===== src/rtl/serial_adder_pkg.sv =====
// Shared types and helpers for the serial adder.
package serial_adder_pkg;

   typedef enum logic [1:0] {
      IDLE,
      CALC,
      DONE
   } state_t;

   // Number of bits needed to hold values 0 .. v-1.
   function automatic int unsigned clog2(input int unsigned v);
      int unsigned r;
      r = 0;
      while ((32'd1 << r) < v) begin
         r = r + 1;
      end
      return r;
   endfunction

endpackage


===== src/rtl/fa_slice.sv =====
// Combinational BPC-bit ripple adder; also exposes the carry into its MSB.
module fa_slice #(
   parameter int unsigned BPC = 1
) (
   input  logic [BPC-1:0] a,
   input  logic [BPC-1:0] b,
   input  logic           ci,
   output logic [BPC-1:0] s,
   output logic           co,
   output logic           cmsb
);

   logic c;

   always_comb begin
      c    = ci;
      cmsb = ci;
      s    = '0;
      for (int unsigned i = 0; i < BPC; i++) begin
         if (i == BPC - 1) begin
            cmsb = c;
         end
         s[i] = a[i] ^ b[i] ^ c;
         c    = (a[i] & b[i]) | (c & (a[i] ^ b[i]));
      end
      co = c;
   end

endmodule


===== src/rtl/serial_adder.sv =====
// Bit-serial adder processing BPC bits per clock with valid/ready handshakes.
// Optional subtract port enabled by defining SERIAL_ADDER_SUB_EN.
module serial_adder
   import serial_adder_pkg::*;
#(
   parameter int unsigned WIDTH = 8,
   parameter int unsigned BPC   = 1
) (
   input  logic             clk,
   input  logic             rst_n,
   input  logic             in_valid,
   output logic             in_ready,
   input  logic [WIDTH-1:0] a,
   input  logic [WIDTH-1:0] b,
   input  logic             cin,
`ifdef SERIAL_ADDER_SUB_EN
   input  logic             sub,
`endif
   output logic             out_valid,
   input  logic             out_ready,
   output logic [WIDTH-1:0] sum,
   output logic             cout,
   output logic             overflow
);

   localparam int unsigned N  = WIDTH / BPC;
   localparam int unsigned CW = clog2(N + 1);

   generate
      if ((WIDTH % BPC) != 0 || WIDTH < 2 || BPC < 1) begin : g_param_check
         $error("serial_adder: WIDTH must be >= 2 and a multiple of BPC");
      end
   endgenerate

   state_t           state, state_n;
   logic [WIDTH-1:0] a_sr, b_sr, sum_r, sum_nx, b_eff;
   logic [CW-1:0]    cnt;
   logic             carry, ovf_r, c_eff;
   logic [BPC-1:0]   s_slice;
   logic             co_slice, cmsb_slice;

   fa_slice #(.BPC(BPC)) u_fa (
      .a    (a_sr[BPC-1:0]),
      .b    (b_sr[BPC-1:0]),
      .ci   (carry),
      .s    (s_slice),
      .co   (co_slice),
      .cmsb (cmsb_slice)
   );

   // Result bits enter from the MSB side so the final slice lands on top.
   generate
      if (WIDTH == BPC) begin : g_sum_full
         assign sum_nx = s_slice;
      end else begin : g_sum_shift
         assign sum_nx = {s_slice, sum_r[WIDTH-1:BPC]};
      end
   endgenerate

   always_comb begin
      b_eff = b;
      c_eff = cin;
`ifdef SERIAL_ADDER_SUB_EN
      if (sub) begin
         b_eff = ~b;
         c_eff = 1'b1;
      end
`endif
   end

   always_comb begin
      state_n   = state;
      in_ready  = 1'b0;
      out_valid = 1'b0;
      case (state)
         IDLE: begin
            in_ready = 1'b1;
            if (in_valid) state_n = CALC;
         end
         CALC: begin
            if (cnt == CW'(1)) state_n = DONE;
         end
         DONE: begin
            out_valid = 1'b1;
            if (out_ready) state_n = IDLE;
         end
         default: state_n = IDLE;
      endcase
   end

   always_ff @(posedge clk) begin
      if (!rst_n) begin
         state <= IDLE;
         a_sr  <= '0;
         b_sr  <= '0;
         sum_r <= '0;
         cnt   <= '0;
         carry <= 1'b0;
         ovf_r <= 1'b0;
      end else begin
         state <= state_n;
         case (state)
            IDLE: begin
               if (in_valid) begin
                  a_sr  <= a;
                  b_sr  <= b_eff;
                  carry <= c_eff;
                  cnt   <= CW'(N);
               end
            end
            CALC: begin
               a_sr  <= a_sr >> BPC;
               b_sr  <= b_sr >> BPC;
               sum_r <= sum_nx;
               carry <= co_slice;
               ovf_r <= cmsb_slice ^ co_slice;
               cnt   <= cnt - CW'(1);
            end
            default: ;
         endcase
      end
   end

   assign sum      = sum_r;
   assign cout     = carry;
   assign overflow = ovf_r;

endmodule


===== config.mk =====
export PLATFORM = sky130hd
export DESIGN_NAME = serial_adder
export DESIGN_NICKNAME = d
export VERILOG_FILES = /design/src/rtl/serial_adder_pkg.sv /design/src/rtl/fa_slice.sv /design/src/rtl/serial_adder.sv
export SDC_FILE = /design/constraint.sdc
export NUM_CORES = 1
export LEC_CHECK = 0
export ABC_AREA = 1
export CAP_MARGIN = 20
export CORE_MARGIN = 1
export CORE_UTILIZATION = 25
export DETAILED_ROUTE_END_ITERATION = 6
export GPL_ROUTABILITY_DRIVEN = 0
export PLACE_DENSITY = 0.46
export SYNTH_ARGS = -nofsm -noshare
export SYNTH_HDL_FRONTEND = slang
export SYNTH_SLANG_ARGS = --single-unit

===== constraint.sdc =====
create_clock -name clk -period 1.5 [get_ports clk]
set_input_delay 0.3 -clock clk [delete_from_list [all_inputs] [get_ports clk]]
set_output_delay 0.3 -clock clk [all_outputs]
set_load 0.02 [all_outputs]

# Word-level counts from Yosys, hierarchy flattened
# Index checks and enable logic that the tools add are counted.
[word_totals] wordCells=38 regBits=32
[op_classes] mux=14 addsub=1 n_eq_ne=6 bitwise=6 n_reduce_logical=4
[ops] cell="8-bit one-hot mux with 2 select lines" n=2
[ops] cell="8-bit 2-to-1 mux" n=2
[ops] cell="4-bit one-hot mux with 2 select lines" n=1
[ops] cell="2-bit 2-to-1 mux" n=3
[ops] cell="2-bit != test (second input constant)" n=3
[ops] cell="2-bit one-hot mux with 3 select lines" n=1
[ops] cell="4-bit by 1-bit equality test with 1-bit output (second input constant)" n=1
[ops] cell="4-bit 2-to-1 mux" n=1
[ops] cell="4-bit by 1-bit subtractor with 4-bit output (second input constant)" n=1
[ops] cell="1-bit 2-to-1 mux" n=3
[ops] cell="3-bit AND reduction" n=1
[ops] cell="1-bit bitwise XOR" n=3
[ops] cell="1-bit bitwise AND" n=2
[ops] cell="2-bit by 1-bit equality test with 1-bit output (second input constant)" n=1
[ops] cell="2-bit equality test (second input constant)" n=1
[ops] cell="2-bit logical NOT" n=1
[ops] cell="1-bit one-hot mux with 2 select lines" n=1
[ops] cell="2-bit AND reduction" n=1
[ops] cell="2-bit nonzero test" n=1
[ops] cell="1-bit OR" n=1

# Logic depth before layout (Yosys ltp)
[depth] word_depth=4 mapped_depth=7 ltp_nobuf=6

# Cells and area by module
# A second synthesis with hierarchy kept.
[hier_totals] hier_cells=218 area_unflattened_um2=1478.9
[modules_own_cells] module="serial_adder" n_inst=1 seq_area_each_um2=640.6 area_per_inst_um2=1451.4 cells_each=216
[modules_own_cells] module="fa_slice" n_inst=1 seq_area_each_um2=0.0 area_per_inst_um2=27.5 cells_each=2

# Worst setup path after synthesis
# No wires, ideal clock.
[synth_timing] kind="register to register" startpoint="register carry (netlist: cout)" endpoint="register sum_r[7] (netlist: sum[7])" path_buffers=0 setup_ns=0.116 required_ns=1.384 path_stages_with_launch=4 arrival_time_ns=1.122 setup_slack_ns=0.262 cell_sequence="dfxtp_1 > fa_1 > o21ai_0 > nor2_1"
[synth_via] elab_chain_cells=1
[synth_lines] item="start, declared" line="serial_adder.sv:38" rtl="logic carry, ovf_r, c_eff;"
[synth_lines] item="start signal, assigned" line="serial_adder.sv:115" rtl="carry <= co_slice;"
[synth_lines] item="1-bit bitwise XOR" line="fa_slice.sv:23" rtl="s[i] = a[i] ^ b[i] ^ c;"
[synth_lines] item="via s_slice" line="serial_adder.sv:39" rtl="logic [BPC-1:0] s_slice;"
[synth_lines] item="end signal, assigned" line="serial_adder.sv:114" rtl="sum_r <= sum_nx;"
[synth_lines] item="end, declared" line="serial_adder.sv:36" rtl="logic [WIDTH-1:0] a_sr, b_sr, sum_r, sum_nx, b_eff;"
# The timed path passes the listed nets, and every way through them passes these cells.
# A chain may end at the register's enable or synchronous reset.

# Worst setup path in the final report
[layout_timing] startpoint="register state[1]" endpoint="output port out_valid"
[layout_via] elab_chain_cells=2
[layout_lines] item="start, declared" line="serial_adder.sv:35" rtl="state_t state, state_n;"
[layout_lines] item="start signal, assigned" line="serial_adder.sv:101" rtl="state <= state_n;"
[layout_lines] item="2-bit equality test" line="serial_adder.sv:75" rtl="case (state)"
[layout_lines] item="1-bit 2-to-1 mux" line="serial_adder.sv:75"
[layout_lines] item="end, declared" line="serial_adder.sv:19" rtl="output logic out_valid,"
# Every way passes these cells.

==> impl_metrics.json <==
{
  "status": "finished clean",
  "finClkSkew_ps": 5.36,
  "ys_types": 22,
  "grt_usage": 0.123,
  "arrival_ps": 1070,
  "synth-seq-cells": 32,
  "tightestPinTransition_ps": 413,
  "grt_pass1_vias": 1351,
  "max_slew_margin": 0.725,
  "routed_wl_um": 3400,
  "rows": 27,
  "synth_top_cell_area_share": 0.431,
  "clk_latency_ps": 280,
  "detailed_place.area_sq_um": 1950,
  "nFillCells": 652,
  "finalHoldViolations": 0,
  "critPathMaxStageDelay_ps": 370,
  "yosys.area_share.simple": 0.373,
  "cpMaxStageDelayCell": "dfxtp_2",
  "critical_path.max_fanout": 3,
  "start_util": 0.265,
  "synth_fa_ha_area_frac": 0.0303,
  "cts_inserted_buffers": 5,
  "vdd_ir_drop_max_mv": 0.435,
  "setup_viol": 0,
  "max_freq_mhz": 728,
  "end_kind": "output port",
  "grt_max_degree": 31,
  "drv_cap": 0,
  "grt_overflow_total": 0,
  "cts-hold-fix-buffers": 0,
  "seqCellArea_sq_um": 642,
  "worstPathCellList": "inv_2, nor2_1, clkdlybuf4s15_2",
  "maxSlewViolCount": 0,
  "drive_above_1_share": 0.116,
  "synth_area_leader_cell": "dfxtp_1",
  "synth-xor-area-share": 0.00590,
  "firstDrtPassIters": 4,
  "vias": 1441,
  "timing.setup.tns_ps": 0,
  "antenna_left": 0,
  "synthTopCellsByArea": "dfxtp_1, nor2_1, nand3_1",
  "die_area_sq_um": 6250,
  "wl_per_cell_um": 10.3,
  "cts.sinks": 32,
  "synth_top_family_by_area": "simple AND/OR/NAND/NOR gates",
  "path_clk_slew_ps": 60,
  "period_needed_ps": 1370,
  "io_buffers": 32,
  "htreeDepth": 2,
  "cts_resized": 14,
  "root_buffer": "clkbuf_8",
  "antenna_found_initial": 0,
  "fin_area_sq_um": 2040,
  "crit_family": "flip-flops",
  "clockBufferDepth": 2,
  "ios": 33,
  "synthesis.area_sq_um": 1490,
  "synth_mux_area_frac": 0,
  "start_kind": "flop",
  "p_leak_nw": 0.952,
  "dieHeight_um": 79.1,
  "fin_nets": 282,
  "seq_area_frac_synth": 0.431,
  "post-route-period-util": 0.916,
  "grt_pass1_wl_um": 5950,
  "coreArea_sq_um": 5610,
  "avgSynthCellArea_sq_um": 6.88,
  "powerDensity_nw_per_um2": 1090,
  "syn_nets": 240,
  "multi_input_area_sq_um": 698,
  "ys_warn_count": 0,
  "critPathKind": "reg -> out",
  "diodes": 0,
  "post_cts_buffers": 0,
  "rsz0062_at_grt": "no",
  "syn_inst": 216,
  "place_hpwl_um": 2500,
  "path_buf_inv": 2,
  "first_iter_violations": 48,
  "required_ps": 1200,
  "viasPerCell": 4.35,
  "die_w_um": 79.1,
  "synth_compound_area_frac": 0.0607,
  "syn2layout_area_growth_pct": 37.5,
  "hold_class": "reg -> reg",
  "drc_errors": 0,
  "cts_tree": "built"
}
==> layout make-up <==
class / count / area share
clock inverter: 2 / 0.0172
clock buffer: 6 / 0.0355
multi-input combinational: 152 / 0.342
sequential: 32 / 0.314
tap: 72 / 0.0441
inverter: 21 / 0.0386
timing repair buffer: 46 / 0.208
==> tightest hold or removal path, stage by stage, from the launching register on <==
cell	delay (ps)
dfxtp_1	310
nand2_1	60
a21oi_1	50
==> registers in the layout (all words and copies together) (netlist names) <==
| signal | count |
|---|---|
| a_sr | 8 |
| b_sr | 8 |
| cnt | 4 |
| cout | 1 |
| overflow | 1 |
| state | 2 |
| sum | 8 |
==> power by group <==
group	internal, W	leakage, nW	switching, W
clock network	0.000493	0.0552	0.000317
logic	0.000204	0.633	0.000248
registers	0.000923	0.264	0.0000471
total	0.00162	0.952	0.000612
==> placed cells by master (no fill, tap or decap), drive strengths merged <==
cell type and instances:
xnor2 1, inv 21, nand2 45, nor2 48
bufinv 1, clkdlybuf4s50 20, dfxtp 32, ha 2
o21ai 11, nor3 1, clkdlybuf4s15 1, nand3 34
dlygate4sd2 11, buf 14, or2 1, clkinv 1
fa 1, a21oi 7, clkbuf 6, nand4 1
==> final timing paths <==
check | from | to | slack [ps] | cells after the start
hold / removal | a_sr[7] | a_sr[7] | 470 | 2
hold reg to reg | a_sr[7] | a_sr[7] | 470 | 2
setup reg to reg | state[0] | a_sr[5] | 240 | 8
setup / recovery | state[1] | out_valid | 130 | 3
==> cells in the mapped netlist, drive strengths merged <==
cell type	number
a21oi	7
ha	2
dfxtp	32
xnor2	1
buf	9
or2	1
nor2	48
nand3	34
fa	1
nand4	1
clkbuf	2
nand2	45
inv	21
o21ai	11
nor3	1
==> metal layers <==
metal	GRT usage	routed length, um	vias up
met1	0.152	1690	645
met3	0.0368	153	5
met5	0	0	-
met2	0.200	1520	29
li1	-	-	762
met4	0.0491	46	0
==> through the flow <==
step                      worst slack [ps]  instances  hold WS (ps)   util  power (W)
after floorplan                        262        216           439      -    0.00127
after global placement                13.1        323           463  0.347    0.00147
after detailed placement              8.07        323           462  0.347    0.00147
after CTS                             29.8        331           471  0.364    0.00227
after global routing                  55.0        331           494  0.364    0.00236
final                                  126        331           467  0.364    0.00223
==> logic make-up (layout without fill, tap and decap cells) <==
family / Yosys count / in the layout
DFF: 32 / 32
AOI/OAI and AO/OA: 18 / 18
and+or+nand+nor: 130 / 130
adders and majority gates: 3 / 3
buffers and inverters: 32 / 75
xor gates and xnor gates: 1 / 1
(Power assumes the default switching activity.)
==> patch 1, RTL diff (same flow settings) <==
Build with the macro `SERIAL_ADDER_SUB_EN` defined.
--- a/src/rtl/serial_adder.sv
+++ b/src/rtl/serial_adder.sv
@@ -1,4 +1,6 @@
 // Bit-serial adder processing BPC bits per clock with valid/ready handshakes.
 // Optional subtract port enabled by defining SERIAL_ADDER_SUB_EN.
+`define SERIAL_ADDER_SUB_EN
+
 module serial_adder
    import serial_adder_pkg::*;
Ports: changed (added sub); port bits go from 33 to 34. The function was not compared with the original's and may differ.
==> patch 1 against the unedited design <==
- worst hold slack improved by 0.014 ns
- synthesized area rose by 9.6%
- design area rose by 3.2%
- highest routed layer unchanged
- total power fell by 5.4%
- sequential power barely moved
- sequential cell count did not move
- final cell count rose by 9.7%
- routed wire length rose by 8.7%
- sequential share of layout area fell by 0.99 points
- setup slack got worse by 0.035 ns
==> patch 1: results (changes against the unedited design) <==
| Metric | Value |
|---|---|
| Status | `finished clean` |
| Synth top cells by count | `nor2_1, nand2_1, dfxtp_1` |
| Worst Skew | `0.00373 ns (-0.00163 ns)` |
| Final HPWL DP | `2.55 mm (+1.9%)` |
| Iter 0 DRT Violations | `52 (+8.3%)` |
| Max transition margin | `79.2% (+6.7 points)` |
| Post-DR vias/cell | `4.24 (-2.6%)` |
| Leakage power | `1.02 nW (+6.8%)` |
| Worst hold slack | `0.482 ns (+0.0141 ns)` |
| Number of global-route vias before repair | `1432 (+6.0%)` |
| Largest net degree at the start of global routing | `30 (-3.2%)` |
| Top cells by area, synth | `dfxtp_1, nor2_1, nand2_1` |
| Total GRT Usage | `12.6% (+0.25 points)` |
| Critical Path AT | `1.11 ns (+0.04 ns)` |
| Worst Hold Launch | `sum[0]` |
| Final nets | `310 (+9.9%)` |
| Maximum vdd ir drop | `388 µV (-11%)` |
| Distinct cell type count after synthesis | `23 (+4.5%)` |
| Worst Hold Path EP | `sum[0]` |
| Largest family of logic cells by synthesized area | `simple AND/OR/NAND/NOR gates` |
| Global-route wire length before repair | `6.39 mm (+7.4%)` |
| RR Endpoint | `b_sr[2]` |
| Sequential area share after synthesis | `39.4% (-3.8 points)` |
| Setup WS pre-CTS | `0.0476 ns (+0.0395 ns)` |
| Synth Area in Compound Gates | `5.46% (-0.61 points)` |
| Post-Synth XOR/XNOR Area | `1.08% (+0.49 points)` |
| Layout cells sized above 1 | `8.39% (-3.2 points)` |
| Hold Path Stages | `2 (unchanged)` |
| Post-synthesis net count | `272 (+13%)` |
| Drt total wl | `3.70 mm (+8.7%)` |
| Worst reg2reg startpoint | `state[1]` |
| Post-Synth Adder-Cell Area | `2.77% (-0.27 points)` |
| Worst Path Max Fanout | `4 (+1)` |
| IO buf count | `33 (+3.1%)` |
-- patch 1: changes by cell type in the layout (fill, tap and decap cells not counted), sizes merged, moves of 3 or more --
cell,before,now
clkbuf,6,9
buf,14,8
nand3,34,20
nand2,45,69
inv,21,24
nor2,48,69
-- patch 1: kinds of logic after synthesis --
family,after synthesis
flip-flops,32
adder cells (fa/ha/maj),3
XOR/XNOR,2
AND/OR/NAND/NOR,158
buffers and inverters,35
AO/OA/AOI/OAI,17
-- patch 1: per-stage QoR --
step	instance area (µm²)	instances	utilization, %
3_5_place_dp	2040	355	32.2
5_1_grt	2110	363	33.4
2_1_floorplan	1630	247	-
3_3_place_gp	2040	355	32.2
6_report	2110	363	33.4
4_1_cts	2110	363	33.4
-- patch 1: worst max path at each step --
stage,start,cells past startpoint,slack [ns],endpoint
2_1_floorplan,cout,3,0.26,sum[7]
3_3_place_gp,state[1],3,0.06,out_valid
3_5_place_dp,state[1],3,0.05,out_valid
4_1_cts,state[0],2,0.007,out_valid
5_1_grt,state[0],2,0.03,in_ready
6_report,state[0],2,0.09,in_ready
-- patch 1: layout make-up --
cell class	count	area [µm²]
Multi-Input combinational cell	180	800
Sequential cell	32	642
Clock buffer	8	90.1
Fill cell	722	4210
Timing Repair Buffer	41	384
Inverter	25	96.3
Tap cell	77	96.3
-- patch 1: worst max-delay path, cell delays in order (launching register included) --
cell and delay [ns]:
dfxtp_2 0.36, nor2_4 0.12, dlygate4sd2_1 0.34
-- patch 1: power breakdown --
| part | internal, mW | total [mW] | switching, mW |
|---|---|---|---|
| sequential | 0.922 | 0.969 | 0.0470 |
| combinational | 0.195 | 0.454 | 0.259 |
| clock | 0.374 | 0.689 | 0.315 |
| total | 1.49 | 2.11 | 0.621 |
-- patch 1: what timing repair did --
action | in CTS | in global routing
setup endpoints to repair | 12 | 2
hold buffers | 0 | 0
endpoints found under the hold margin | 0 | 0
resized for setup | 12 | 3
-- patch 1: layer usage --
layer / global-route usage (%) / routed length, µm
met1: 15.2 / 1840
met4: 3.62 / 30
met2: 20.7 / 1650
met3: 4.73 / 177
met5: 0 / 0
==> patch 2, RTL diff (config.mk and constraints unchanged) <==
Made on the original files. Make the reset (`rst_n`) asynchronous in one clocked block.
--- a/src/rtl/serial_adder.sv
+++ b/src/rtl/serial_adder.sv
@@ -89,5 +89,5 @@
    end
 
-   always_ff @(posedge clk) begin
+   always_ff @(posedge clk or negedge rst_n) begin
       if (!rst_n) begin
          state <= IDLE;
Function: differs if rst_n is asserted again (counterexample within 4 cycles, from zero or initial values and one cycle with rst_n low); with rst_n held inactive, the same outputs for 10 cycles.
==> patch 2 against the unedited design <==
- global-route usage down 0.10 points
- setup slack worse by 0.053 ns
- routed wire length down 5.2%
- sequential cell count unchanged
- synthesized area down 0.93%
- design area down 1.2%
Power is not compared: it rests on default switching activity, and its combinational part moved more than twofold at a synthesized area within 25%.
==> patch 2: results (changes against the unedited design) <==
| Metric | Value |
|---|---|
| Setup TNS | `0 ns (unchanged)` |
| Drt total wl | `3.23 mm (-5.2%)` |
| Cells on worst reg2reg path | `4 (-4)` |
| WL met3 | `149 µm (-2.6%)` |
| Final HPWL DP | `2.21 mm (-12%)` |
| Distinct cell type count after synthesis | `18 (-18%)` |
| Placed instance area | `0.00191 mm² (-1.9%)` |
| Critical Path AT | `1.13 ns (+0.06 ns)` |
| Routing usage on met2 | `17.0% (-3.0 points)` |
| Top cells by area, synth | `dfrtp_1, nand3_1, nand2_1` |
| Flop2flop setup slack | `0.22 ns (-0.02 ns)` |
| Worst hold slack | `0.386 ns (-0.0814 ns)` |
| Total GRT Usage | `12.2% (-0.10 points)` |
| Worst Path Max Fanout | `3 (unchanged)` |
| Worst reg2reg startpoint | `cout` |
| Ant diodes | `0 (unchanged)` |
| RR Endpoint | `overflow` |
| IO buf count | `32 (unchanged)` |
| Final nets | `232 (-18%)` |
| Crit. Startpoint | `state[0]` |
| Global-route wire length before repair | `5.80 mm (-2.4%)` |
| Post-synthesis net count | `192 (-20%)` |
| Initial antenna violation count | `0 (unchanged)` |
| Post-Synthesis Cells | `168 (-22%)` |
| DR vias | `1253 (-13%)` |
| Clock Latency Late Sink | `0.28 ns (about the same)` |
| Drt first pass iters | `5 (+1)` |
| Worst Skew | `0.00336 ns (-0.00201 ns)` |
| Dpl cells | `273 (-15%)` |
| Post-DR vias/cell | `4.46 (+2.4%)` |
| Status | `finished clean` |
| Worst setup path end | `in_ready` |
| Met1 WL | `1.61 mm (-4.2%)` |
| Layout cells sized above 1 | `11.5% (-0.10 points)` |
| Max transition margin | `76.2% (+3.7 points)` |
| YS warnings | `0 (unchanged)` |
| Sequential area share after synthesis | `54.4% (+11 points)` |
| Async set-or-reset flop fraction in the synthesized netlist | `100% (+100 points)` |
| HP Class | `in2async` |
| Clock buffer count from CTS | `5 (unchanged)` |
| M1 GR Usage | `17.4% (+2.2 points)` |
| M3 GR Usage | `3.10% (-0.57 points)` |
| Iter 0 DRT Violations | `106 (+120%)` |
| Ys flop type | `dfrtp_1` |
| Synth top cells by count | `nand3_1, nand2_1, dfrtp_1` |
| Met2 WL post-DR | `1.41 mm (-7.3%)` |
| Largest net degree at the start of global routing | `33 (+6.5%)` |
| Max Root-Sink Buffers | `2 (unchanged)` |
| Number of global-route vias before repair | `1218 (-9.8%)` |
| CTS Root Cell | `clkbuf_8` |
==> patch 2: cell types whose count changed after synthesis, sizes merged, moves of 2 or more <==
cell and delta:
dfrtp +32, nor2 -44, clkbuf -2, dfxtp -32, a21oi -7, nand3 +17, o21ai -3, inv -11
==> patch 2: cell families (layout without fill, tap and decap cells) <==
| group | count (synthesis) | count (layout) | synth area share, % |
|---|---|---|---|
| flops | 32 | 32 | 54.4 |
| xor+xnor | 1 | 1 | 0.595 |
| compound gates | 9 | 9 | 3.15 |
| buf+inv | 20 | 61 | 7.23 |
| simple gates | 103 | 103 | 31.5 |
| fa+ha+maj | 3 | 3 | 3.06 |
==> patch 2: per-stage QoR <==
step / setup WS (ns) / util (%) / power, mW
2_1_floorplan: 0.169 / - / 2.65
3_3_place_gp: 0.00386 / 34.2 / 3.28
3_5_place_dp: 0.00360 / 34.2 / 3.28
4_1_cts: 0.0366 / 36.3 / 4.12
5_1_grt: 0.00445 / 36.2 / 4.43
6_report: 0.0728 / 36.2 / 4.06
==> patch 2: report_power, final <==
part | total [mW] | switching [mW] | internal (mW)
Combinational | 1.70 | 1.01 | 0.687
Sequential | 1.45 | 0.224 | 1.23
Clock | 0.908 | 0.322 | 0.586
==> patch 2: layout make-up <==
type / count / area (µm²)
Inverter: 10 / 37.5
Tap cell: 72 / 90.1
Fill cell: 599 / 3560
Timing Repair Buffer: 43 / 399
Clock buffer: 7 / 96.3
Sequential cell: 32 / 801
Clock inverter: 1 / 30.0
Multi-Input combinational cell: 116 / 564
==> patch 2: worst max-delay path, cell delays in order, from the launching register on <==
cell,delay (ns)
dfrtp_1,0.40
nor2_2,0.16
clkdlybuf4s15_2,0.28
==> patch 2: repair_timing <==
action,4_1_cts,5_1_grt
endpoints found under the setup margin,12,1
setup buffers,0,0
gates resized for setup,16,1
